## src/rtl/i2s_pcm_pkg.sv

```systemverilog
// Shared constants, FSM state type and sample helper for the I2S PCM capture FIFO.
// Pure definitions, no latency; no flow control.
// Channel selection codes match the chan_sel register field.
package i2s_pcm_pkg;

    localparam int DEF_SAMPLE_W = 24;

    localparam logic [1:0] CH_LEFT   = 2'b00;
    localparam logic [1:0] CH_RIGHT  = 2'b01;
    localparam logic [1:0] CH_STEREO = 2'b10;
    localparam logic [1:0] CH_MONO   = 2'b11;

    typedef enum logic [1:0] {
        ST_IDLE  = 2'b00,
        ST_PUSH1 = 2'b01,
        ST_PUSH2 = 2'b10
    } push_state_t;

    // Sign-extend the low w bits of raw to a full 32-bit word.
    function automatic logic [31:0] sext_sample(input logic [31:0] raw, input int w);
        logic [31:0] r;
        for (int i = 0; i < 32; i++) begin
            r[i] = (i < w) ? raw[i] : raw[w-1];
        end
        return r;
    endfunction

endpackage

```

## src/rtl/sync_fifo.sv

```systemverilog
// Generic single-clock FIFO with show-ahead head data and entry count.
// Latency: push visible at head one clk after the write edge; pop advances same edge.
// Backpressure: push accepted when not full or when a pop fires in the same cycle.
module sync_fifo #(
    parameter int DEPTH = 16,
    parameter int WIDTH = 32,
    parameter int LVL_W = $clog2(DEPTH) + 1
) (
    input  logic             clk,
    input  logic             rst,
    input  logic             push,
    input  logic [WIDTH-1:0] push_dat,
    input  logic             pop,
    output logic [WIDTH-1:0] pop_dat,
    output logic             full,
    output logic             empty,
    output logic [LVL_W-1:0] level
);

    localparam int AW = $clog2(DEPTH);

    logic [WIDTH-1:0] mem [DEPTH];
    logic [AW-1:0]    wr_ptr;
    logic [AW-1:0]    rd_ptr;
    logic             push_fire;
    logic             pop_fire;

    assign empty     = (level == '0);
    assign full      = (level == LVL_W'(DEPTH));
    assign pop_fire  = pop & ~empty;
    assign push_fire = push & (~full | pop_fire);
    assign pop_dat   = empty ? '0 : mem[rd_ptr];

    always_ff @(posedge clk) begin
        if (push_fire) begin
            mem[wr_ptr] <= push_dat;
        end
    end

    always_ff @(posedge clk) begin
        if (rst) begin
            wr_ptr <= '0;
            rd_ptr <= '0;
            level  <= '0;
        end else begin
            if (push_fire) wr_ptr <= wr_ptr + 1'b1;
            if (pop_fire)  rd_ptr <= rd_ptr + 1'b1;
            case ({push_fire, pop_fire})
                2'b10:   level <= level + 1'b1;
                2'b01:   level <= level - 1'b1;
                default: level <= level;
            endcase
        end
    end

endmodule

```

## src/rtl/i2s_pcm_fifo.sv

```systemverilog
// Captures each I2S stereo frame, extracts/sign-extends PCM samples and buffers them on a valid/ready stream.
// Latency: first sample visible 2 clk after the ws rising edge is sampled; stereo R one clk later.
// Backpressure: m_ready drains the FIFO; frames that do not fit are dropped whole and set sticky ovf.
module i2s_pcm_fifo
    import i2s_pcm_pkg::*;
#(
    parameter int DEPTH    = 16,
    parameter int SAMPLE_W = DEF_SAMPLE_W,
    parameter int LVL_W    = $clog2(DEPTH) + 1
) (
    input  logic             clk,
    input  logic             rst,
    input  logic             en,
    input  logic             ws_i,
    input  logic [63:0]      rx_data_i,
    input  logic [1:0]       chan_sel,
    input  logic             bit_rev,
    input  logic [LVL_W-1:0] thresh,
    output logic [31:0]      m_data,
    output logic             m_valid,
    input  logic             m_ready,
    output logic [LVL_W-1:0] level,
    output logic             ovf,
    input  logic             ovf_clr,
    output logic             irq
);

    localparam logic [LVL_W:0] STEREO_MAX = (LVL_W+1)'(DEPTH - 2);

    push_state_t     state, state_nx;
    logic            ws_q;
    logic [63:0]     cap_q;
    logic [1:0]      mode_q;
    logic            rev_q;
    logic            fs, capture;
    logic            push, drop, full, empty, pop_fire, stereo_room;
    logic [31:0]     push_dat, samp_l, samp_r, samp_mono;
    logic [32:0]     mono_sum;
    logic [LVL_W:0]  used_after_pop;

    function automatic logic [31:0] extract(input logic [31:0] half, input logic rev);
        logic [31:0] raw;
        raw = '0;
        for (int k = 0; k < SAMPLE_W; k++) begin
            raw[k] = rev ? half[SAMPLE_W-1-k] : half[k];
        end
        return sext_sample(raw, SAMPLE_W);
    endfunction

    assign fs        = en & ws_i & ~ws_q;
    // The capture register is only free once the first word of the previous frame has been pushed.
    assign capture   = fs && (state != ST_PUSH1);
    assign m_valid   = ~empty;
    assign pop_fire  = m_valid & m_ready;
    assign samp_l    = extract(cap_q[63:32], rev_q);
    assign samp_r    = extract(cap_q[31:0], rev_q);
    assign mono_sum  = {samp_l[31], samp_l} + {samp_r[31], samp_r};
    assign samp_mono = mono_sum[32:1];
    assign used_after_pop = {1'b0, level} - {{LVL_W{1'b0}}, pop_fire};
    assign stereo_room    = (used_after_pop <= STEREO_MAX);

    always_ff @(posedge clk) begin
        if (rst) begin
            state  <= ST_IDLE;
            ws_q   <= 1'b1;
            cap_q  <= '0;
            mode_q <= CH_LEFT;
            rev_q  <= 1'b0;
            ovf    <= 1'b0;
            irq    <= 1'b0;
        end else begin
            state <= state_nx;
            ws_q  <= ws_i;
            if (capture) begin
                cap_q  <= rx_data_i;
                mode_q <= chan_sel;
                rev_q  <= bit_rev;
            end
            if (drop)         ovf <= 1'b1;
            else if (ovf_clr) ovf <= 1'b0;
            irq <= (thresh != '0) && (level >= thresh);
        end
    end

    always_comb begin
        state_nx = state;
        push     = 1'b0;
        drop     = 1'b0;
        push_dat = samp_l;
        case (state)
            ST_IDLE: begin
                if (capture) state_nx = ST_PUSH1;
            end
            ST_PUSH1: begin
                state_nx = ST_IDLE;
                case (mode_q)
                    CH_RIGHT: push_dat = samp_r;
                    CH_MONO:  push_dat = samp_mono;
                    default:  push_dat = samp_l;
                endcase
                if (mode_q == CH_STEREO) begin
                    if (stereo_room) begin
                        push     = 1'b1;
                        state_nx = ST_PUSH2;
                    end else begin
                        drop = 1'b1;
                    end
                end else if (full && !pop_fire) begin
                    drop = 1'b1;
                end else begin
                    push = 1'b1;
                end
            end
            ST_PUSH2: begin
                push     = 1'b1;
                push_dat = samp_r;
                state_nx = capture ? ST_PUSH1 : ST_IDLE;
            end
            default: state_nx = ST_IDLE;
        endcase
    end

    sync_fifo #(
        .DEPTH (DEPTH),
        .WIDTH (32),
        .LVL_W (LVL_W)
    ) u_fifo (
        .clk      (clk),
        .rst      (rst),
        .push     (push),
        .push_dat (push_dat),
        .pop      (m_ready),
        .pop_dat  (m_data),
        .full     (full),
        .empty    (empty),
        .level    (level)
    );

endmodule

```

## config.mk

```make
export PLATFORM = sky130hd
export DESIGN_NAME = i2s_pcm_fifo
export DESIGN_NICKNAME = d
export VERILOG_FILES = /design/src/rtl/i2s_pcm_pkg.sv /design/src/rtl/sync_fifo.sv /design/src/rtl/i2s_pcm_fifo.sv
export SDC_FILE = /design/constraint.sdc
export NUM_CORES = 1
export LEC_CHECK = 0
export BUFFER_PORTS_ARGS = -buffer_cell sky130_fd_sc_hd__buf_2
export CORE_MARGIN = 4
export CORE_UTILIZATION = 40
export DETAILED_ROUTE_END_ITERATION = 6
export HOLD_SLACK_MARGIN = 0.02
export PLACE_DENSITY = 0.62
export SLEW_MARGIN = 15
export SYNTH_ARGS = -nofsm -noshare
export SYNTH_HDL_FRONTEND = slang
export SYNTH_SLANG_ARGS = --single-unit
```

## constraint.sdc

```tcl
create_clock -name clk -period 7 [get_ports clk]
set_input_delay 1.05 -clock clk [delete_from_list [all_inputs] [get_ports clk]]
set_output_delay 1.05 -clock clk [all_outputs]
set_load 0.05 [all_outputs]
```

==> Word-level counts from Yosys, hierarchy flattened <==
Memories as Yosys holds them, arrays and structs flattened. A register that Yosys moved wholly into a read port is not among the register bits.
Index checks and enable logic that the tools add are counted.
{ "totals": {"memories": 1, "ram_bits": 512, "input_bits": 78, "register_bits": 77} }
{ "mem_list": {"columns": ["name", "depth", "width", "rd", "rd_clocked_by_memory_dff", "write_ports", "line_no", "source"], "rows": [
  ["u_fifo.mem", 16, 32, 1, 1, 1, "sync_fifo.sv:22", "logic [WIDTH-1:0] mem [DEPTH];"]
]} }
{ "classes": {"reduce_logical": 9, "order_cmp": 2, "n_addsub": 6, "muxes": 71, "bitwise": 8, "eq_ne": 10} }
{ "op_table": {"columns": ["cell", "n"], "rows": [
  ["case mux 32 bit (2 select lines)", 2],
  ["two-way mux 1 bit", 60],
  ["two-way mux 32 bit", 1],
  ["adder 24 x 24 -> 25 bit", 1],
  ["case mux 5 bit (2 select lines)", 1],
  ["adder 4 x 1 -> 4 bit, second input constant", 2],
  ["equality test 2 bit, second input constant", 4],
  ["two-way mux 4 bit", 2],
  ["equality test 2 x 1 -> 1 bit, second input constant", 3],
  ["<= comparator 6 x 4 -> 1 bit, second input constant", 1],
  ["two-way mux 2 bit", 3],
  ["case mux 2 bit (3 select lines)", 1],
  ["subtractor 5 x 1 -> 6 bit", 1],
  ["adder 5 x 1 -> 5 bit, second input constant", 1],
  ["equality test 5 bit, second input constant", 1],
  [">= comparator 5 bit", 1],
  ["zero test 5 bit", 1],
  ["nonzero test 5 bit", 1],
  ["subtractor 5 x 1 -> 5 bit, second input constant", 1],
  ["bitwise AND 1 bit", 4],
  ["nonzero test 2 bit", 2],
  ["logical AND 1 bit", 3],
  ["NOT 1 bit", 3],
  ["zero test 2 bit", 1],
  ["5 further kinds", 5]
]} }

==> Logic depth before layout (Yosys ltp) <==
{ "depth": {"word_depth": 11, "depth_mapped": 23, "ltp_nobuf": 19} }

==> Modules after synthesis <==
From an unflattened synthesis, not the netlist that was laid out.
{ "unflattened": {"cells_unflattened": 1589, "hier_area_um2": 25394.4} }
{ "by_module_without_submodules": {"columns": ["module", "area_each_um2", "cells_per_inst", "seq_area_each_um2", "instances"], "rows": [
  ["sync_fifo", 20508.4, 915, 15715.1, 1],
  ["i2s_pcm_fifo", 4885.9, 674, 1121.1, 1]
]} }

==> Least setup slack after synthesis <==
Ideal clock, no wire load.
{ "synth_timing": {"path_kind": "register to register", "from": "reg u_fifo.level[2]", "to": "mem u_fifo.mem[4][0], enable pin", "synth_period_minus_slack_ns": 5.234, "stages_incl_launch_ff": 15, "setup_slack_ns": 1.766, "arrival_time_ns": 4.794, "setup_time_ns": 0.440, "path_cell_list": "dfxtp_1 clkbuf_1 nor4_1 and2b_1 nor2b_1 clkbuf_1 ha_1 ha_1 o311a_1 a21oi_1 o22ai_2 o31a_1 buf_6 nand2_1 nor3b_1"} }
{ "synth_via": {"elab_chain_len": 11, "word_cells_on_any_way": 17} }
{ "synth_lines": {"columns": ["element", "line_no", "source"], "rows": [
  ["start: declaration", "sync_fifo.sv:17", "output logic [LVL_W-1:0] level"],
  ["start signal: assignment", "sync_fifo.sv:49", "2'b10: level <= level + 1'b1;"],
  ["start signal: assignment", "sync_fifo.sv:50", "2'b01: level <= level - 1'b1;"],
  ["start signal: assignment", "sync_fifo.sv:51", "default: level <= level;"],
  ["zero test 5 bit *", "sync_fifo.sv:28", "assign empty = (level == '0);"],
  ["NOT 1 bit *", "i2s_pcm_fifo.sv:53", "assign m_valid = ~empty;"],
  ["bitwise AND 1 bit *", "i2s_pcm_fifo.sv:54", "assign pop_fire = m_valid & m_ready;"],
  ["named net pop_fire", "i2s_pcm_fifo.sv:36", "logic push, drop, full, empty, pop_fire, stereo_room;"],
  ["subtractor 5 x 1 -> 6 bit / zero test 1 bit (equally long branches)", "i2s_pcm_fifo.sv:59, i2s_pcm_fifo.sv:108", null],
  ["<= comparator 6 x 4 -> 1 bit / logical AND 1 bit (equally long branches)", "i2s_pcm_fifo.sv:60, i2s_pcm_fifo.sv:108", null],
  ["two-way mux 1 bit (on tied branches)", "i2s_pcm_fifo.sv:102, i2s_pcm_fifo.sv:108", null],
  ["two-way mux 1 bit", "i2s_pcm_fifo.sv:101", "if (mode_q == CH_STEREO) begin"],
  ["case mux 1 bit (2 select lines)", "i2s_pcm_fifo.sv:90", "case (state)"],
  ["bitwise AND 1 bit *", "sync_fifo.sv:31", "assign push_fire = push & (~full | pop_fire);"],
  ["two-way mux 1 bit *", "sync_fifo.sv:35", "if (push_fire) begin"],
  ["two-way mux 1 bit (not written as such) *", "sync_fifo.sv:36", "mem[wr_ptr] <= push_dat;"],
  ["end: declaration", "sync_fifo.sv:22", null]
]} }
The timed path passes the listed nets; every way through them passes the cells marked *.

==> Worst setup path in the final report <==
{ "layout_timing": {"from": "reg u_fifo.level[2]", "to": "reg u_fifo.level[4]"} }
{ "layout_via": {"elab_chain_len": 11, "word_cells_on_any_way": 21} }
{ "layout_lines": {"columns": ["element", "line_no", "source"], "rows": [
  ["zero test 5 bit", "sync_fifo.sv:28", null],
  ["NOT 1 bit", "sync_fifo.sv:30, i2s_pcm_fifo.sv:53", null],
  ["bitwise AND 1 bit", "sync_fifo.sv:30, i2s_pcm_fifo.sv:54", null],
  ["subtractor 5 x 1 -> 6 bit / zero test 1 bit (equally long branches)", "i2s_pcm_fifo.sv:59, i2s_pcm_fifo.sv:108", null],
  ["<= comparator 6 x 4 -> 1 bit / logical AND 1 bit (equally long branches)", "i2s_pcm_fifo.sv:60, i2s_pcm_fifo.sv:108", null],
  ["two-way mux 1 bit (on tied branches)", "i2s_pcm_fifo.sv:102, i2s_pcm_fifo.sv:108", null],
  ["two-way mux 1 bit", "i2s_pcm_fifo.sv:101", null],
  ["case mux 1 bit (2 select lines)", "i2s_pcm_fifo.sv:90", null],
  ["bitwise AND 1 bit", "sync_fifo.sv:31", null],
  ["equality test 2 x 1 -> 1 bit / equality test 2 bit (equally long branches)", "sync_fifo.sv:48", "case ({push_fire, pop_fire})"],
  ["case mux 5 bit (2 select lines) / nonzero test 2 bit (equally long branches)", null, null]
]} }
Parallel ways exist; a longest one is shown, timed or not.
A chain may end at the register's enable or synchronous reset.

==> results.cfg <==
[die]
coreArea_mm2 = 0.0504
die_area_mm2 = 0.0548
die_height_um = 234
start_util_pct = 40.6
io_pins = 118
num_rows = 82
dieWidth_um = 234

[pwr]
p_leak_nw = 8.39
powerDensity_mw_per_mm2 = 235
vdd_drop_max_mv = 0.176

[worst_setup_path]
worst_setup_path_start_kind = flop
path_class = flop to flop
cp_num_buf_inv = 2
endpoint_kind = flop
worstPathRequired_ns = 7.43
rrSetupSlack_ns = 1.88
critPathSlowestCell = dfxtp_1
crit_arrival_ns = 5.55
crit_path_max_incr_delay_ns = 0.58
crit_fanout = 26
cpMostUsedCell = ha_1
path_cells = nor4_1 -> and2b_1 -> buf_4 -> nor2b_1 -> ha_1 -> ha_1 -> o311a_1 -> a21oi_1 -> o22ai_2 -> o31a_1 -> inv_1 -> ha_1 -> xor2_1 -> ha_1 -> a21oi_1 -> nor3_1 -> o21ai_0 -> a21oi_1 -> xnor2_1 -> nor2_1
cpLargestDelayFamily = compound AO/OA/AOI/OAI gates

[drt]
drt_iter0_drc = 1125
postRouteAntennaNets = 0
via_per_inst = 5.49
firstDrtPassIters = 5
totalWireLength_um = 48800
drc = 0
avgRoutedWirePerCell_um = 22.6
vias = 11900

[logic_synthesis]
syn_inst = 1351
synth_top_area_share_pct = 56.4
ys_top_cells_by_area = edfxtp_1, mux4_2, dfxtp_1
synth-main-ff-cell = edfxtp_1
avgSynthCellArea_um2 = 15.1
synth_edf_count = 384
synth_seq_cells = 457
syn-num-nets = 1472
synth_cell_types = 70
seq_area_frac_synth_pct = 63.6
synth_commonest_cells = edfxtp_1, nand2_1, mux4_2
synth_async_sr_flop_share_pct = 0
yosysWarnings = 0
synth.most_common_cell = edfxtp_1
synth_top_area_cell = edfxtp_1
netlist_area_mm2 = 0.0204

[timing]
report.final.hold_viol_count = 0
fin_skew_ns = 0.0225
tns_ns = 0
period_share_pct = 73.1
tightest_slew_ns = 1.20
setup_slack_ns = 1.88
rsz0062_at_grt = false
slew-limit-headroom_pct = 19.7
max_freq_ghz = 0.195
drv_slew = 0
setup_violations = 0
fin_crit_ns = 5.12

[layout]
stdcell_area_mm2 = 0.0232
nNetsFinal = 1571
utilization_pct = 46.1
syn2layout_area_growth_pct = 13.6
antenna_cells = 0
drive_above_1_share_pct = 26.9

[global_route]
antenna_found_initial = 0
first_global_vias = 12200
grt_overflow_total = 0
grt_max_degree = 73
grt_usage_pct = 18.1
grt_pass1_wl_um = 75000

[placement]
post-place-ws_ns = 1.87
post_dp_cell_area_mm2 = 0.0217
place_congestion = 0.894
place_hpwl_um = 30100
numPortBuffers = 101

[cts]
numCtsBuffers = 47
cts-root-buf = clkbuf_16
cts_max_path_buffers = 3
cts_setup_buffers = 0
htree_levels = 2
insertion_delay_ns = 0.58
clk_transition_reported_paths_ns = 0.06
cts_tree = built
cts.repair.resized = 0
cts_hold_buf = 0
clock_sinks = 457

[run_status]
status = completed

[flow_run]
max_cap_violations = 0

[min_path]
hp-class = flop to flop
==> power by group <==
part / total [W] / internal (W) / switching [W]
Clock: 0.00240 / 0.00136 / 0.00103
Sequential: 0.00293 / 0.00293 / 0.00000609
Combinational: 0.000123 / 0.0000451 / 0.0000776
==> flip-flops by register name (all words and copies together), names as in the netlist, named ones only <==
register / count
ws_q: 1
u_fifo.rd_ptr: 4
u_fifo.mem: 384
u_fifo.level: 5
state: 2
irq: 1
u_fifo.wr_ptr: 4
cap_q: 48
mode_q: 2
rev_q: 1
ovf: 1
==> final cells by class <==
class | count | area (um2)
Clock buffer | 61 | 1270
Clock inverter | 25 | 210
Fill cell | 4393 | 27100
Inverter | 30 | 113
Multi-Input combinational cell | 776 | 7010
Sequential cell | 457 | 13000
Tap cell | 672 | 841
Timing Repair Buffer | 138 | 783
==> logic make-up after synthesis <==
logic type	share of synthesized area [%]
xor gates and xnor gates	1.11
buffers and inverters	2.65
adders and majority gates	2.67
muxes	16.2
and+or+nand+nor	7.19
AOI/OAI and AO/OA	6.59
DFF	63.6
==> routing by layer <==
metal	global-route usage (%)	wire [um]	vias up
li1	-	-	5442
met1	25.7	22000	5988
met2	29.7	23500	356
met3	2.88	2400	68
met4	4.18	919	0
met5	0	0	-
==> layout by cell type (no fill, tap or decap), drive strengths merged, types with 9 or more instances in the layout <==
master    n
o22ai    12
inv      33
o221ai    9
mux2     45
xor2     13
clkbuf   61
buf     138
xnor2    13
nor3     10
ha       42
edfxtp  384
nor3b    12
nor2     43
mux4    120
a21oi    97
clkinv   20
o21ai    40
mux2i    11
nor2b    30
dfxtp    73
nand2   165
==> metrics by stage <==
stage	std cells	hold slack [ns]	power [W]
after floorplan	1351	0.443	0.00307
after global placement	2073	0.454	0.00311
after detailed placement	2073	0.458	0.00311
after CTS	2159	0.467	0.00552
after global routing	2159	0.487	0.00564
final	2159	0.465	0.00545
==> worst reg2reg max path, delay by kind of cell (launching register included) <==
kind | cells | cell delay [ns]
AOI/OAI and AO/OA | 7 | 1.63
xor gates and xnor gates | 2 | 0.26
adders and majority gates | 4 | 1.11
buffers and inverters | 2 | 0.39
DFF | 1 | 0.58
and+or+nand+nor | 5 | 0.99
==> path summary, 6_finish.rpt <==
path / start / to / cells past startpoint
worst max-delay path: u_fifo.level[2] / u_fifo.level[4] / 20
worst max register to register: u_fifo.level[2] / u_fifo.level[4] / 20
worst min-delay path: cap_q[14] / cap_q[14] / 2
worst min register to register: cap_q[14] / cap_q[14] / 2
Power figures use the tool's default switching activity.
